<file path="config.mk">
export PLATFORM = sky130hd
export DESIGN_NAME = sr_drive_ctrl
export DESIGN_NICKNAME = d
export VERILOG_FILES = /design/src/rtl/sr_drive_ctrl.sv
export SDC_FILE = /design/constraint.sdc
export NUM_CORES = 1
export LEC_CHECK = 0
export CORE_MARGIN = 3
export CORE_UTILIZATION = 50
export CTS_CLUSTER_DIAMETER = 40
export DETAILED_ROUTE_END_ITERATION = 12
export HOLD_SLACK_MARGIN = 0.03
export PLACE_DENSITY = 0.83
export SETUP_SLACK_MARGIN = 0.4
export SLEW_MARGIN = 10
export SYNTH_ARGS = -nofsm -noshare
export SYNTH_HDL_FRONTEND = slang
export SYNTH_SLANG_ARGS = --single-unit
</file>
<file path="constraint.sdc">
create_clock -name clk -period 1.9 [get_ports clk]
set_input_delay 0.19 -clock clk [delete_from_list [all_inputs] [get_ports clk]]
set_output_delay 0.19 -clock clk [all_outputs]
set_load 0.02 [all_outputs]
</file>
<file path="src/rtl/sr_drive_ctrl.sv">
// Debounces two raw pushbuttons into clean one-cycle s/r pulses for an SR flip-flop, never s=r=1.
// Latency: button high at edge 1 -> pulse between edges 3+D and 4+D; no backpressure, min pulse spacing 2 cycles.
module sr_drive_ctrl #(
  parameter int DEBOUNCE_CYCLES = 4,
  parameter int CNT_W           = 8
) (
  input  logic             clk,
  input  logic             rst,
  input  logic             set_btn,
  input  logic             clr_btn,
  output logic             s,
  output logic             r,
  output logic             exp_q,
  output logic             conflict,
  output logic [CNT_W-1:0] conflict_cnt,
  output logic             busy
);

  typedef enum logic [1:0] {
    IDLE    = 2'd0,
    PULSE_S = 2'd1,
    PULSE_R = 2'd2,
    LOCK    = 2'd3
  } state_e;

  localparam logic [7:0] DEB_LAST = 8'(DEBOUNCE_CYCLES - 1);

  // Bit 0 tracks the set button, bit 1 the clear button.
  logic [1:0]      sync1_q, sync1_d;
  logic [1:0]      sync2_q, sync2_d;
  logic [1:0]      deb_q, deb_d;
  logic [1:0][7:0] cnt_q, cnt_d;
  logic [1:0]      rise;

  state_e          state_q, state_d;
  logic            pend_s_q, pend_s_d;
  logic            pend_r_q, pend_r_d;
  logic            s_q, s_d;
  logic            r_q, r_d;
  logic            exp_q_q, exp_q_d;
  logic            conflict_q, conflict_d;
  logic [CNT_W-1:0] conflict_cnt_q, conflict_cnt_d;
  logic            busy_q, busy_d;

  always_comb begin
    sync1_d = {clr_btn, set_btn};
    sync2_d = sync1_q;
    deb_d   = deb_q;
    cnt_d   = '0;
    for (int i = 0; i < 2; i++) begin
      // Level must disagree for DEBOUNCE_CYCLES consecutive samples before it is accepted.
      if (sync2_q[i] != deb_q[i]) begin
        if (cnt_q[i] == DEB_LAST) begin
          deb_d[i] = sync2_q[i];
        end else begin
          cnt_d[i] = cnt_q[i] + 8'd1;
        end
      end
    end
    rise = deb_d & ~deb_q;

    state_d        = state_q;
    pend_s_d       = pend_s_q;
    pend_r_d       = pend_r_q;
    exp_q_d        = exp_q_q;
    conflict_d     = 1'b0;
    conflict_cnt_d = conflict_cnt_q;

    case (state_q)
      IDLE: begin
        if (&deb_q) begin
          state_d    = LOCK;
          pend_s_d   = 1'b0;
          pend_r_d   = 1'b0;
          conflict_d = 1'b1;
          if (conflict_cnt_q != {CNT_W{1'b1}}) begin
            conflict_cnt_d = conflict_cnt_q + CNT_W'(1);
          end
        end else if (pend_s_q) begin
          state_d  = PULSE_S;
          pend_s_d = 1'b0;
          exp_q_d  = 1'b1;
        end else if (pend_r_q) begin
          state_d  = PULSE_R;
          pend_r_d = 1'b0;
          exp_q_d  = 1'b0;
        end
      end
      PULSE_S, PULSE_R: state_d = IDLE;
      LOCK: begin
        // Anything latched while locked is stale once both buttons are released.
        if (~|deb_q) begin
          state_d  = IDLE;
          pend_s_d = 1'b0;
          pend_r_d = 1'b0;
        end
      end
      default: state_d = IDLE;
    endcase

    // A fresh press is never lost, even on an edge that clears pendings.
    if (rise[0]) pend_s_d = 1'b1;
    if (rise[1]) pend_r_d = 1'b1;

    s_d    = (state_d == PULSE_S);
    r_d    = (state_d == PULSE_R);
    busy_d = (state_d != IDLE) | pend_s_d | pend_r_d;
  end

  always_ff @(posedge clk or posedge rst) begin
    if (rst) begin
      sync1_q        <= '0;
      sync2_q        <= '0;
      deb_q          <= '0;
      cnt_q          <= '0;
      state_q        <= IDLE;
      pend_s_q       <= 1'b0;
      pend_r_q       <= 1'b0;
      s_q            <= 1'b0;
      r_q            <= 1'b0;
      exp_q_q        <= 1'b0;
      conflict_q     <= 1'b0;
      conflict_cnt_q <= '0;
      busy_q         <= 1'b0;
    end else begin
      sync1_q        <= sync1_d;
      sync2_q        <= sync2_d;
      deb_q          <= deb_d;
      cnt_q          <= cnt_d;
      state_q        <= state_d;
      pend_s_q       <= pend_s_d;
      pend_r_q       <= pend_r_d;
      s_q            <= s_d;
      r_q            <= r_d;
      exp_q_q        <= exp_q_d;
      conflict_q     <= conflict_d;
      conflict_cnt_q <= conflict_cnt_d;
      busy_q         <= busy_d;
    end
  end

  assign s            = s_q;
  assign r            = r_q;
  assign exp_q        = exp_q_q;
  assign conflict     = conflict_q;
  assign conflict_cnt = conflict_cnt_q;
  assign busy         = busy_q;

endmodule

</file>
==> results.sh <==
export IMPL_status="finished clean"
export IMPL_ant_nets=0
export IMPL_drc=0
export IMPL_hold_path_class="input pin to async pin"
export IMPL_via_per_inst=5.30
export IMPL_multiInputGateArea_um2=815
export IMPL_worst_ep_required_time_ns=2.14
export IMPL_critical_path_cell_chain="ha_2, o21ai_2, mux2i_1, a221o_1, or4_4"
export IMPL_cp_slowest_stage_delay_ns=0.49
export IMPL_crit_type="flip-flop to flip-flop"
export IMPL_maxSlewViolCount=0
export IMPL_start_kind="flip-flop"
export IMPL_ir_drop_mv=0.798
export IMPL_rsz0062_at_grt="yes"
export IMPL_crit_reg2reg_capture="busy"
export IMPL_grt_overflow=0
export IMPL_grt_pass1_wl_mm=5.54
export IMPL_reg2reg_depth=5
export IMPL_io_pins=17
export IMPL_place_ws_ns=0.0241
export IMPL_max_slew_margin_pct=68.7
export IMPL_ctsLongestPathBuffers=2
export IMPL_rrSetupSlack_ns=0.16
export IMPL_die_h_um=64.2
export IMPL_cts_buffers=5
export IMPL_diodes=0
export IMPL_core_area_um2=3150
export IMPL_ys_ff_latch=39
export IMPL_post_drt_wl_per_cell_um=15.4
export IMPL_final_nets=191
export IMPL_end_kind="flip-flop"
export IMPL_synth_area_um2=1700
export IMPL_setup_worst_path_start="state_q[0]"
export IMPL_start_util_pct=53.8
export IMPL_drtIter0Drc=39
export IMPL_fin_skew_ns=0.0191
export IMPL_timing_fmax_mhz=574
export IMPL_final_cells=227
export IMPL_cts_tree="yes"
export IMPL_finalCritPeriodShare_pct=91.7
export IMPL_antenna_found_initial=0
export IMPL_fp_row_count=20
export IMPL_grt_max_degree=40
export IMPL_hpwl_mm=2.09
export IMPL_syn2layout_area_growth_pct=30.0
export IMPL_layout_common_cells="dfrtp_1 (35), nor2_1 (16), dlygate4sd2_1 (13), xor2_1 (12), nand3_1 (11)"
export IMPL_synth_nets=157
export IMPL_drv_cap=0
export IMPL_layout_drive_gt1_share_pct=26.2
export IMPL_place_inst=207
export IMPL_totalWireLength_mm=3.49
export IMPL_path_clk_slew_ns=0.13
export IMPL_drt_first_pass_iters=4
export IMPL_yosysSeqAreaShare_pct=57.6
export IMPL_die_area_um2=4130
export IMPL_period_minus_slack_ns=1.74
export IMPL_route_vias_total=1203
export IMPL_yosysUniqueCellTypes=32
export IMPL_grt_pass1_vias=1193
export IMPL_synthCells=148
export IMPL_yosys_warnings=0
export IMPL_critPathArrivalTime_ns=1.98
export IMPL_setup_viol=0
export IMPL_final_setup_worst_slack_ns=0.157
export IMPL_post_route_util_pct=69.9
export IMPL_regArea_um2=981
export IMPL_htree_levels=2
export IMPL_tightest_slew_ns=0.469
export IMPL_r2r_start="state_q[0]"
export IMPL_portBuffers=16
export IMPL_worstPathMaxFanout=3
export IMPL_chipWidth_um=64.2
export IMPL_final_fill_count=218
export IMPL_final_common_cell="dfrtp_1"
export IMPL_track_usage_pct=17.5
export IMPL_crit_end="busy"
export IMPL_clock_root_buffer="clkbuf_4"
export IMPL_clk_latency_ns=0.36
export IMPL_finalHoldViolations=0
export IMPL_slowest_stage="or4_4"
export IMPL_finalSetupTns_ns=0
export IMPL_synth_avg_cell_area_um2=11.5
export IMPL_place_congestion=0.725
export IMPL_leakagePower_nw=1.06
export IMPL_clkSinkCount=39
export IMPL_p_per_area_nw_per_um2=1330
-- kinds of logic (layout without fill, tap and decap cells) --
kind of cell,after synthesis,in the layout,synth area share (%)
XOR/XNOR,21,21,10.8
AO/OA/AOI/OAI,14,14,6.64
multiplexers,4,4,2.58
AND/OR/NAND/NOR,57,57,16.0
buffers and inverters,8,43,2.66
flip-flops,39,39,57.6
adder cells (fa/ha/maj),5,5,3.69
-- state kept, by name, summed over array words and instances (netlist names) --
signal        cells
conflict_cnt      8
pend_s_q          1
sync1_q           2
s                 1
cnt_q            16
deb_q             2
pend_r_q          1
busy              1
state_q           2
r                 1
sync2_q           2
exp_q             1
conflict          1
-- worst max-delay path: cells and delay by family, from the launching register on --
kind / cells / cell delay, ns
AO/OA/AOI/OAI: 2 / 0.41
AND/OR/NAND/NOR: 1 / 0.49
flip-flops: 1 / 0.43
adder cells (fa/ha/maj): 1 / 0.21
multiplexers: 1 / 0.09
-- layout make-up --
cell class | instances | area share [%]
sequential | 39 | 44.5
multi-input combinational | 101 | 36.9
timing repair buffer | 29 | 11.5
tap | 44 | 2.50
clock buffer | 6 | 1.87
clock inverter | 2 | 1.70
inverter | 6 | 1.02
-- repair_timing --
action	CTS	global route
hold buffers	0	0
pin swaps	5	9
endpoints found under the setup margin	31	22
buffers inserted	7	5
gates resized for setup	21	20
-- cell usage after synthesis --
master | instances | area (µm²)
a211oi_1 | 1 | 7.51
o31ai_1 | 1 | 7.51
inv_1 | 5 | 18.8
nand3_1 | 12 | 60.1
nor4_1 | 1 | 6.26
ha_1 | 5 | 62.6
a32o_1 | 1 | 10.0
a41o_1 | 1 | 10.0
o21ai_2 | 1 | 8.76
and2_1 | 1 | 6.26
nor3_1 | 4 | 20.0
nor2_1 | 18 | 67.6
inv_2 | 1 | 3.75
or4_1 | 1 | 7.51
mux2_1 | 3 | 33.8
o32ai_1 | 1 | 8.76
nor4b_1 | 1 | 8.76
a311oi_2 | 1 | 15.0
mux2i_1 | 1 | 10.0
a221o_1 | 1 | 10.0
dfrtp_1 | 39 | 976
buf_6 | 2 | 22.5
and3_1 | 5 | 31.3
nand2_1 | 11 | 41.3
xor2_1 | 12 | 105
o21ai_0 | 2 | 10.0
xnor2_1 | 9 | 78.8
nand2b_1 | 1 | 6.26
and4_1 | 1 | 8.76
nand3b_1 | 1 | 7.51
o21a_1 | 2 | 15.0
o21ai_1 | 2 | 10.0
-- power by group --
| part | switching (mW) | leakage, nW | internal [mW] |
|---|---|---|---|
| registers | 0.182 | 0.510 | 1.01 |
| logic | 0.604 | 0.507 | 0.568 |
| clock network | 0.280 | 0.0385 | 0.278 |
| total | 1.07 | 1.06 | 1.86 |
-- stage by stage --
step	power, mW	hold WS (ns)	instance area (µm²)
2_1_floorplan	1.80	0.221	1740
3_3_place_gp	2.02	0.332	1940
3_5_place_dp	2.08	0.336	1940
4_1_cts	2.70	0.231	2090
5_1_grt	3.10	0.230	2200
6_report	2.92	0.220	2200
-- routing by layer --
layer | part of all wire (%) | GRT usage, %
met5 | 0 | 0
met4 | 3.4 | 7.92
met3 | 5.1 | 7.21
met2 | 49 | 27.1
met1 | 42 | 21.4
-- worst min path at each step --
stage                          start              end  depth (start not counted)
after global placement    sync1_q[0]       sync2_q[0]                          0
after floorplan              set_btn       sync1_q[0]                          0
after CTS                        rst  conflict_cnt[5]                          3
after global routing         clr_btn       sync1_q[1]                          1
after detailed placement  sync1_q[0]       sync2_q[0]                          0
final                            rst  conflict_cnt[5]                          3
(Power assumes the default switching activity.)
